===== src/rtl/hilo_muldiv_seq_pkg.sv =====
// Shared definitions for the HI/LO multiply/divide sequencer.
package hilo_muldiv_seq_pkg;

  localparam int unsigned DEF_WIDTH = 32;

  typedef enum logic [1:0] {
    OP_MULT  = 2'b00,
    OP_MULTU = 2'b01,
    OP_DIV   = 2'b10,
    OP_DIVU  = 2'b11
  } op_e;

  typedef enum logic [2:0] {
    IDLE = 3'd0,
    PREP = 3'd1,
    RUN  = 3'd2,
    FIX  = 3'd3,
    DONE = 3'd4
  } state_e;

  function automatic logic op_is_div(input op_e op);
    return op[1];
  endfunction

  function automatic logic op_is_signed(input op_e op);
    return ~op[0];
  endfunction

endpackage


===== src/rtl/hilo_muldiv_seq_if.sv =====
// ID/EX issue port and HI/LO result port of the multiply/divide sequencer.
interface hilo_muldiv_seq_if
  import hilo_muldiv_seq_pkg::*;
#(
  parameter int unsigned WIDTH = DEF_WIDTH
);

  logic             in_ID_EX_MulDiv_Start;
  logic [1:0]       in_ID_EX_MulDiv_Op;
  logic [WIDTH-1:0] in_ID_EX_Src_A;
  logic [WIDTH-1:0] in_ID_EX_Src_B;
  logic             in_ID_EX_mfhi;
  logic             in_ID_EX_mflo;
  logic             in_Flush;
  logic             out_MulDiv_Busy;
  logic             out_MulDiv_Stall;
  logic             out_HiLo_Write_Ctrl;
  logic [WIDTH-1:0] out_Hi_Data;
  logic [WIDTH-1:0] out_Lo_Data;
  logic             out_Div_By_Zero;

  modport master (
    output in_ID_EX_MulDiv_Start, in_ID_EX_MulDiv_Op, in_ID_EX_Src_A, in_ID_EX_Src_B,
           in_ID_EX_mfhi, in_ID_EX_mflo, in_Flush,
    input  out_MulDiv_Busy, out_MulDiv_Stall, out_HiLo_Write_Ctrl,
           out_Hi_Data, out_Lo_Data, out_Div_By_Zero
  );

  modport slave (
    input  in_ID_EX_MulDiv_Start, in_ID_EX_MulDiv_Op, in_ID_EX_Src_A, in_ID_EX_Src_B,
           in_ID_EX_mfhi, in_ID_EX_mflo, in_Flush,
    output out_MulDiv_Busy, out_MulDiv_Stall, out_HiLo_Write_Ctrl,
           out_Hi_Data, out_Lo_Data, out_Div_By_Zero
  );

endinterface


===== src/rtl/hilo_muldiv_seq_muldiv_step.sv =====
// One iteration of unsigned shift-add multiply or restoring shift-subtract divide.
module hilo_muldiv_seq_muldiv_step
  import hilo_muldiv_seq_pkg::*;
#(
  parameter int unsigned WIDTH = DEF_WIDTH
) (
  input  logic               is_div,
  input  logic [2*WIDTH:0]   part,
  input  logic [WIDTH-1:0]   operand,
  output logic [2*WIDTH:0]   part_next
);

  logic [WIDTH:0]   mul_sum;
  logic [WIDTH+1:0] div_diff;

  always_comb begin
    mul_sum   = '0;
    div_diff  = '0;
    part_next = part;
    if (is_div) begin
      // part = {rem, quot}; rem < divisor so part[2W] stays 0 and the shift is exact
      div_diff = {1'b0, part[2*WIDTH-1:WIDTH-1]} - {2'b00, operand};
      if (div_diff[WIDTH+1]) begin
        part_next = {part[2*WIDTH-1:0], 1'b0};
      end else begin
        part_next = {div_diff[WIDTH:0], part[WIDTH-2:0], 1'b1};
      end
    end else begin
      // part = {acc, multiplier}; add on lsb then shift the whole pair right
      mul_sum = part[2*WIDTH:WIDTH] + {1'b0, operand};
      if (part[0]) begin
        part_next = {1'b0, mul_sum, part[WIDTH-1:1]};
      end else begin
        part_next = {1'b0, part[2*WIDTH:1]};
      end
    end
  end

endmodule


===== src/rtl/hilo_muldiv_seq.sv =====
// MIPS mult/multu/div/divu sequencer: one bit per cycle, single-cycle HI/LO write,
// and the stall for mfhi/mflo/new issue while an operation is in flight.
module hilo_muldiv_seq
  import hilo_muldiv_seq_pkg::*;
#(
  parameter int unsigned WIDTH = DEF_WIDTH
) (
  input  logic               clk,
  input  logic               rst,
  hilo_muldiv_seq_if.slave   bus
);

  localparam int unsigned CW = $clog2(WIDTH);
  localparam int unsigned PW = 2 * WIDTH + 1;

  state_e           state;
  op_e              op_q;
  logic [WIDTH-1:0] a_q, b_q, opnd_q;
  logic             sa_q, sb_q;
  logic [PW-1:0]    part_q, part_next;
  logic [CW-1:0]    cnt_q;
  logic [WIDTH-1:0] hi_q, lo_q;
  logic             dbz_q;

  logic             a_neg, b_neg;
  logic [WIDTH-1:0] a_abs, b_abs;
  logic [2*WIDTH-1:0] prod_fix;
  logic [WIDTH-1:0] quot_fix, rem_fix;

  hilo_muldiv_seq_muldiv_step #(.WIDTH(WIDTH)) u_step (
    .is_div    (op_is_div(op_q)),
    .part      (part_q),
    .operand   (opnd_q),
    .part_next (part_next)
  );

  // Magnitudes for signed ops; -2^(W-1) maps to its unsigned magnitude unchanged
  always_comb begin
    a_neg = op_is_signed(op_q) & a_q[WIDTH-1];
    b_neg = op_is_signed(op_q) & b_q[WIDTH-1];
    a_abs = a_neg ? WIDTH'(-a_q) : a_q;
    b_abs = b_neg ? WIDTH'(-b_q) : b_q;
  end

  // Sign correction applied in FIX
  always_comb begin
    prod_fix = (sa_q ^ sb_q) ? (2*WIDTH)'(-part_q[2*WIDTH-1:0]) : part_q[2*WIDTH-1:0];
    quot_fix = (sa_q ^ sb_q) ? WIDTH'(-part_q[WIDTH-1:0]) : part_q[WIDTH-1:0];
    rem_fix  = sa_q ? WIDTH'(-part_q[2*WIDTH-1:WIDTH]) : part_q[2*WIDTH-1:WIDTH];
  end

  always_ff @(posedge clk) begin
    if (rst) begin
      state  <= IDLE;
      op_q   <= OP_MULT;
      a_q    <= '0;
      b_q    <= '0;
      opnd_q <= '0;
      sa_q   <= 1'b0;
      sb_q   <= 1'b0;
      part_q <= '0;
      cnt_q  <= '0;
      hi_q   <= '0;
      lo_q   <= '0;
      dbz_q  <= 1'b0;
    end else if (state != IDLE && bus.in_Flush) begin
      state <= IDLE;
      dbz_q <= 1'b0;
    end else begin
      case (state)
        IDLE: begin
          if (bus.in_ID_EX_MulDiv_Start && !bus.in_Flush) begin
            op_q  <= op_e'(bus.in_ID_EX_MulDiv_Op);
            a_q   <= bus.in_ID_EX_Src_A;
            b_q   <= bus.in_ID_EX_Src_B;
            dbz_q <= 1'b0;
            state <= PREP;
          end
        end
        PREP: begin
          sa_q <= a_neg;
          sb_q <= b_neg;
          if (op_is_div(op_q) && b_q == '0) begin
            // FIX picks the raw-dividend result from dbz_q
            dbz_q <= 1'b1;
            state <= FIX;
          end else begin
            cnt_q <= CW'(WIDTH - 1);
            state <= RUN;
            if (op_is_div(op_q)) begin
              part_q <= {(WIDTH + 1)'(0), a_abs};
              opnd_q <= b_abs;
            end else begin
              part_q <= {(WIDTH + 1)'(0), b_abs};
              opnd_q <= a_abs;
            end
          end
        end
        RUN: begin
          part_q <= part_next;
          if (cnt_q == '0) begin
            state <= FIX;
          end else begin
            cnt_q <= cnt_q - CW'(1);
          end
        end
        FIX: begin
          if (dbz_q) begin
            hi_q <= a_q;
            lo_q <= '1;
          end else if (op_is_div(op_q)) begin
            hi_q <= rem_fix;
            lo_q <= quot_fix;
          end else begin
            hi_q <= prod_fix[2*WIDTH-1:WIDTH];
            lo_q <= prod_fix[WIDTH-1:0];
          end
          state <= DONE;
        end
        DONE:    state <= IDLE;
        default: state <= IDLE;
      endcase
    end
  end

  // A flush or reset arriving in DONE must still cancel the write that cycle
  assign bus.out_MulDiv_Busy     = (state != IDLE);
  assign bus.out_MulDiv_Stall    = (state != IDLE) &
                                   (bus.in_ID_EX_mfhi | bus.in_ID_EX_mflo | bus.in_ID_EX_MulDiv_Start);
  assign bus.out_HiLo_Write_Ctrl = (state == DONE) & ~bus.in_Flush & ~rst;
  assign bus.out_Hi_Data         = hi_q;
  assign bus.out_Lo_Data         = lo_q;
  assign bus.out_Div_By_Zero     = dbz_q;

endmodule


===== src/flat_wrapper.sv =====
// flat-port wrapper written by rule: the top's interface ports become plain ports
module hilo_muldiv_seq_flat import hilo_muldiv_seq_pkg::*;
#(
  parameter int unsigned WIDTH = DEF_WIDTH
)
  (clk, rst, bus_in_ID_EX_MulDiv_Start, bus_in_ID_EX_MulDiv_Op, bus_in_ID_EX_Src_A, bus_in_ID_EX_Src_B, bus_in_ID_EX_mfhi, bus_in_ID_EX_mflo, bus_in_Flush, bus_out_MulDiv_Busy, bus_out_MulDiv_Stall, bus_out_HiLo_Write_Ctrl, bus_out_Hi_Data, bus_out_Lo_Data, bus_out_Div_By_Zero);
  hilo_muldiv_seq_if #(.WIDTH(WIDTH)) bus_i ();
  input  logic clk;
  input  logic rst;
  input wire logic [$bits(bus_i.in_ID_EX_MulDiv_Start)-1:0] bus_in_ID_EX_MulDiv_Start;
  input wire logic [$bits(bus_i.in_ID_EX_MulDiv_Op)-1:0] bus_in_ID_EX_MulDiv_Op;
  input wire logic [$bits(bus_i.in_ID_EX_Src_A)-1:0] bus_in_ID_EX_Src_A;
  input wire logic [$bits(bus_i.in_ID_EX_Src_B)-1:0] bus_in_ID_EX_Src_B;
  input wire logic [$bits(bus_i.in_ID_EX_mfhi)-1:0] bus_in_ID_EX_mfhi;
  input wire logic [$bits(bus_i.in_ID_EX_mflo)-1:0] bus_in_ID_EX_mflo;
  input wire logic [$bits(bus_i.in_Flush)-1:0] bus_in_Flush;
  output wire logic [$bits(bus_i.out_MulDiv_Busy)-1:0] bus_out_MulDiv_Busy;
  output wire logic [$bits(bus_i.out_MulDiv_Stall)-1:0] bus_out_MulDiv_Stall;
  output wire logic [$bits(bus_i.out_HiLo_Write_Ctrl)-1:0] bus_out_HiLo_Write_Ctrl;
  output wire logic [$bits(bus_i.out_Hi_Data)-1:0] bus_out_Hi_Data;
  output wire logic [$bits(bus_i.out_Lo_Data)-1:0] bus_out_Lo_Data;
  output wire logic [$bits(bus_i.out_Div_By_Zero)-1:0] bus_out_Div_By_Zero;
  assign bus_i.in_ID_EX_MulDiv_Start = bus_in_ID_EX_MulDiv_Start;
  assign bus_i.in_ID_EX_MulDiv_Op = bus_in_ID_EX_MulDiv_Op;
  assign bus_i.in_ID_EX_Src_A = bus_in_ID_EX_Src_A;
  assign bus_i.in_ID_EX_Src_B = bus_in_ID_EX_Src_B;
  assign bus_i.in_ID_EX_mfhi = bus_in_ID_EX_mfhi;
  assign bus_i.in_ID_EX_mflo = bus_in_ID_EX_mflo;
  assign bus_i.in_Flush = bus_in_Flush;
  assign bus_out_MulDiv_Busy = bus_i.out_MulDiv_Busy;
  assign bus_out_MulDiv_Stall = bus_i.out_MulDiv_Stall;
  assign bus_out_HiLo_Write_Ctrl = bus_i.out_HiLo_Write_Ctrl;
  assign bus_out_Hi_Data = bus_i.out_Hi_Data;
  assign bus_out_Lo_Data = bus_i.out_Lo_Data;
  assign bus_out_Div_By_Zero = bus_i.out_Div_By_Zero;
  hilo_muldiv_seq #(.WIDTH(WIDTH)) u_core (.clk(clk), .rst(rst), .bus(bus_i));
endmodule

===== config.mk =====
export PLATFORM = sky130hd
export DESIGN_NAME = hilo_muldiv_seq_flat
export DESIGN_NICKNAME = d
export VERILOG_FILES = /design/src/rtl/hilo_muldiv_seq_pkg.sv /design/src/rtl/hilo_muldiv_seq_if.sv /design/src/rtl/hilo_muldiv_seq_muldiv_step.sv /design/src/rtl/hilo_muldiv_seq.sv /design/src/flat_wrapper.sv
export SDC_FILE = /design/constraint.sdc
export NUM_CORES = 1
export LEC_CHECK = 0
export ABC_CLOCK_PERIOD_IN_PS = 3300
export CAP_MARGIN = 20
export CORE_ASPECT_RATIO = 0.9
export CORE_MARGIN = 4
export CORE_UTILIZATION = 54
export DETAILED_ROUTE_END_ITERATION = 12
export HOLD_SLACK_MARGIN = 0.1
export PLACE_DENSITY = 0.85
export SYNTH_ARGS = -nofsm -noshare
export SYNTH_HDL_FRONTEND = slang
export SYNTH_SLANG_ARGS = --single-unit

===== constraint.sdc =====
create_clock -name clk -period 3.3 [get_ports clk]
set_clock_uncertainty 0.1 [all_clocks]
set_input_delay 0.495 -clock clk [delete_from_list [all_inputs] [get_ports clk]]
set_output_delay 0.495 -clock clk [all_outputs]
set_load 0.02 [all_outputs]

==> insert_results.sql <==
INSERT INTO impl_metrics (metric_group, metric, value, unit) VALUES
('run_status', 'result_of_the_run', 'completed', ''),
('logic_synthesis', 'synth_area_leader_cell', 'sky130_fd_sc_hd__dfxtp_1', ''),
('die', 'start_util', '0.549', ''),
('pwr', 'p_leak', '8.25', 'nW'),
('timing', 'tightest_slew', '0.815', 'ns'),
('worst_setup_path', 'crit-reg2reg-launch', 'u_core.b_q[6]', ''),
('pwr', 'switching_share_of_total_power', '0.315', ''),
('pwr', 'part_of_the_total_power_dissipated_in_sequential_elements', '0.398', ''),
('logic_synthesis', 'postSynth.asyncResetShare', '0', ''),
('logic_synthesis', 'synth_edf_count', '0', ''),
('grt', 'pin_count_of_the_biggest_net_entering_global_routing', '150', ''),
('grt', 'via_count_of_the_first_global_routing_pass', '17000', ''),
('die', 'fp.dieArea', '0.0343', 'mm^2'),
('grt', 'grt_antenna_before_repair', '1', ''),
('job', 'max_cap_viol_count', '0', ''),
('worst_setup_path', 'buffer_and_inverter_count_on_the_worst_path', '2', ''),
('min_path', 'hold_end', 'u_core.bus.out_Hi_Data[20]', ''),
('placement', 'hpwlAfterDp', '49200', 'um'),
('timing', 'finalSetupViolations', '0', ''),
('grt', 'grt_util_all_layers', '0.361', ''),
('drt', 'drt-vias-per-instance', '6.44', ''),
('grt', 'grt_first_pass_wirelength', '99400', 'um'),
('logic_synthesis', 'yosys-mux-area-fraction', '0.0375', ''),
('logic_synthesis', 'ys_seq_elements', '238', ''),
('drt', 'first_pass_iters', '7', ''),
('logic_synthesis', 'ys.warnings.count', '0', ''),
('drt', 'dr_vias', '18600', ''),
('logic_synthesis', 'synth.cell_area', '0.0170', 'mm^2'),
('finish', 'layout.nets', '2610', ''),
('timing', 'timing.final.max_slew_violations', '0', ''),
('worst_setup_path', 'worst-endpoint-arrival', '3.62', 'ns'),
('timing', 'max_freq', '0.310', 'GHz'),
('grt', 'grt_overflow', '0', ''),
('die', 'core_area', '0.0309', 'mm^2'),
('logic_synthesis', 'main_combinational_cell_family_by_area_after_synthesis', 'compound AO/OA/AOI/OAI gates', ''),
('worst_setup_path', 'reg2reg_setup_slack', '0.07', 'ns'),
('pwr', 'powerDensity', '372', 'mW/mm^2'),
('worst_setup_path', 'slowest_stage', 'sky130_fd_sc_hd__or4_4', ''),
('cts', 'worstSkewPairLatency', '0.55', 'ns'),
('placement', 'numPortBuffers', '139', ''),
('finish', 'num-fill-cells', '2718', ''),
('logic_synthesis', 'synthSimpleGateAreaFrac', '0.204', ''),
('cts', 'clockBufferDepth', '3', ''),
('logic_synthesis', 'post_synth_fa_ha_maj_area_fraction', '0.0540', ''),
('pwr', 'net_switching_power_figure', '2.42', 'mW'),
('placement', 'post_dp_cell_area', '0.0196', 'mm^2'),
('logic_synthesis', 'synth-main-ff-cell', 'sky130_fd_sc_hd__dfxtp_1', ''),
('cts', 'cts_num_sinks', '238', ''),
('min_path', 'min-delay-path-class', 'reg2reg', ''),
('pwr', 'worst_voltage_drop_across_the_vdd_grid', '0.404', 'mV'),
('logic_synthesis', 'postSynthCellCount', '2293', ''),
('drt', 'route.final.wire_length', '65600', 'um'),
('pwr', 'power.combinational.fraction', '0.229', ''),
('logic_synthesis', 'yosysSeqAreaShare', '0.281', ''),
('die', 'dieWidth', '195', 'um'),
('worst_setup_path', 'worst-setup-path-type', 'reg2reg', ''),
('worst_setup_path', 'critical_path_required', '3.69', 'ns'),
('cts', 'cts_root_buf', 'sky130_fd_sc_hd__clkbuf_16', ''),
('drt', 'drc', '0', ''),
('worst_setup_path', 'worst_path_cell_trace', 'or4_4 > or3_4 > nor4_4 > buf_4 > a31oi_2 > nor2_2 > buf_12 > nand2_1 > nand3_1 > mux2i_1 > a21oi_1', ''),
('finish', 'final_layout_size_suffix_gt1_frac', '0.119', ''),
('logic_synthesis', 'synth_top_cell_area_share', '0.281', ''),
('die', 'floorplan.die.height', '176', 'um'),
('finish', 'antenna-diode-count', '0', ''),
('worst_setup_path', 'cp-start-kind', 'flop', ''),
('logic_synthesis', 'ys_types', '81', ''),
('drt', 'wire_per_inst', '22.7', 'um'),
('cts', 'tritoncts', 'done', ''),
('logic_synthesis', 'yosys.area_share.xor_xnor', '0.0883', ''),
('placement', 'gp_routability_congestion', '1.02', ''),
('worst_setup_path', 'crit_path_end_kind', 'flop', '');
cells by family after synthesis:
kind of cell               after synthesis
AOI/OAI and AO/OA                      771
and+or+nand+nor                        757
muxes                                   53
xor gates and xnor gates               171
adders and majority gates               72
buffers and inverters                  231
DFF                                    238
cell type report:
class,instances,area (um^2),share of cell area
clock buffer,35,746,0.0362
clock inverter,12,75.1,0.00365
inverter,68,255,0.0124
multi-input combinational,1824,11500,0.558
sequential,238,4770,0.232
tap,409,512,0.0249
timing repair buffer,308,2750,0.134
worst register-to-register path, cell delays in order (launching register included):
cell,delay (ns)
sky130_fd_sc_hd__dfxtp_1,0.41
sky130_fd_sc_hd__or4_4,0.61
sky130_fd_sc_hd__or3_4,0.40
sky130_fd_sc_hd__nor4_4,0.36
sky130_fd_sc_hd__buf_4,0.22
sky130_fd_sc_hd__a31oi_2,0.12
sky130_fd_sc_hd__nor2_2,0.28
sky130_fd_sc_hd__buf_12,0.24
sky130_fd_sc_hd__nand2_1,0.14
sky130_fd_sc_hd__nand3_1,0.09
sky130_fd_sc_hd__mux2i_1,0.08
sky130_fd_sc_hd__a21oi_1,0.12
repair_timing:
| action | in CTS | in global routing |
|---|---|---|
| gates resized for setup | 2 | 34 |
| hold buffers | 1 | 0 |
| setup endpoints to repair | 2 | 44 |
| setup buffers | 0 | 6 |
| pin swaps | 0 | 9 |
| cloned | 0 | 0 |
| hold endpoints to repair | 1 | 0 |
state kept, by name, indices dropped and copies added (netlist names):
| signal | count |
|---|---|
| u_core.part_q | 65 |
| u_core.a_q | 32 |
| u_core.b_q | 32 |
| u_core.bus.out_Hi_Data | 32 |
| u_core.bus.out_Lo_Data | 32 |
| u_core.opnd_q | 32 |
| u_core.cnt_q | 5 |
| u_core.state | 3 |
| u_core.op_q | 2 |
| u_core.bus.out_Div_By_Zero | 1 |
| u_core.sa_q | 1 |
| u_core.sb_q | 1 |
cell usage in the layout, fill, tap and decap left out, types with 65 or more instances in the layout:
cell / netlist / routed
sky130_fd_sc_hd__nor2_1: 186 / 183
sky130_fd_sc_hd__xor2_1: 75 / 73
sky130_fd_sc_hd__inv_1: 65 / 65
sky130_fd_sc_hd__nand2_1: 334 / 333
sky130_fd_sc_hd__a21oi_1: 289 / 287
sky130_fd_sc_hd__clkdlybuf4s50_1: 0 / 138
sky130_fd_sc_hd__buf_4: 0 / 161
sky130_fd_sc_hd__o21ai_0: 149 / 145
sky130_fd_sc_hd__ha_1: 70 / 70
sky130_fd_sc_hd__dfxtp_1: 238 / 236
sky130_fd_sc_hd__xnor2_1: 96 / 95
metrics by stage:
stage	setup TNS [ns]	setup slack, ns	std cells	power [mW]	utilization
after global placement	0	0.0183	2840	4.71	0.633
after CTS	0	0.0332	2888	7.54	0.660
final	0	0.0705	2894	7.67	0.666
after floorplan	0	0.0967	2293	4.09	-
after detailed placement	-0.00655	-0.00655	2840	4.73	0.633
after global routing	-0.0610	-0.0532	2894	7.91	0.666
power groups by stage:
stage | clock, mW | combinational (mW) | sequential (mW)
after detailed placement | 0 | 1.63 | 3.11
after floorplan | 0 | 1.01 | 3.07
after CTS | 2.86 | 1.64 | 3.04
final | 2.86 | 1.75 | 3.05
after global routing | 2.99 | 1.87 | 3.05
after global placement | 0 | 1.61 | 3.10
worst max path at each step:
stage | startpoint | end | slack (ns) | cells past startpoint
after global routing | u_core.opnd_q[1] | u_core.part_q[50] | -0.05 | 12
after detailed placement | u_core.a_q[0] | u_core.opnd_q[22] | -0.007 | 12
after global placement | u_core.b_q[6] | u_core.part_q[23] | 0.02 | 9
after floorplan | u_core.opnd_q[6] | u_core.part_q[48] | 0.1 | 12
final | u_core.b_q[6] | u_core.part_q[60] | 0.07 | 11
after CTS | u_core.opnd_q[11] | u_core.part_q[50] | 0.03 | 12
per-layer routing:
layer / global-route usage / wire (um) / up-vias
met2: 0.518 / 26700 / 1127
met5: 0 / 11 / -
met3: 0.114 / 8520 / 161
met4: 0.112 / 2420 / 2
li1: - / - / 8588
met1: 0.517 / 27900 / 8770
Power figures use the tool's default switching activity.
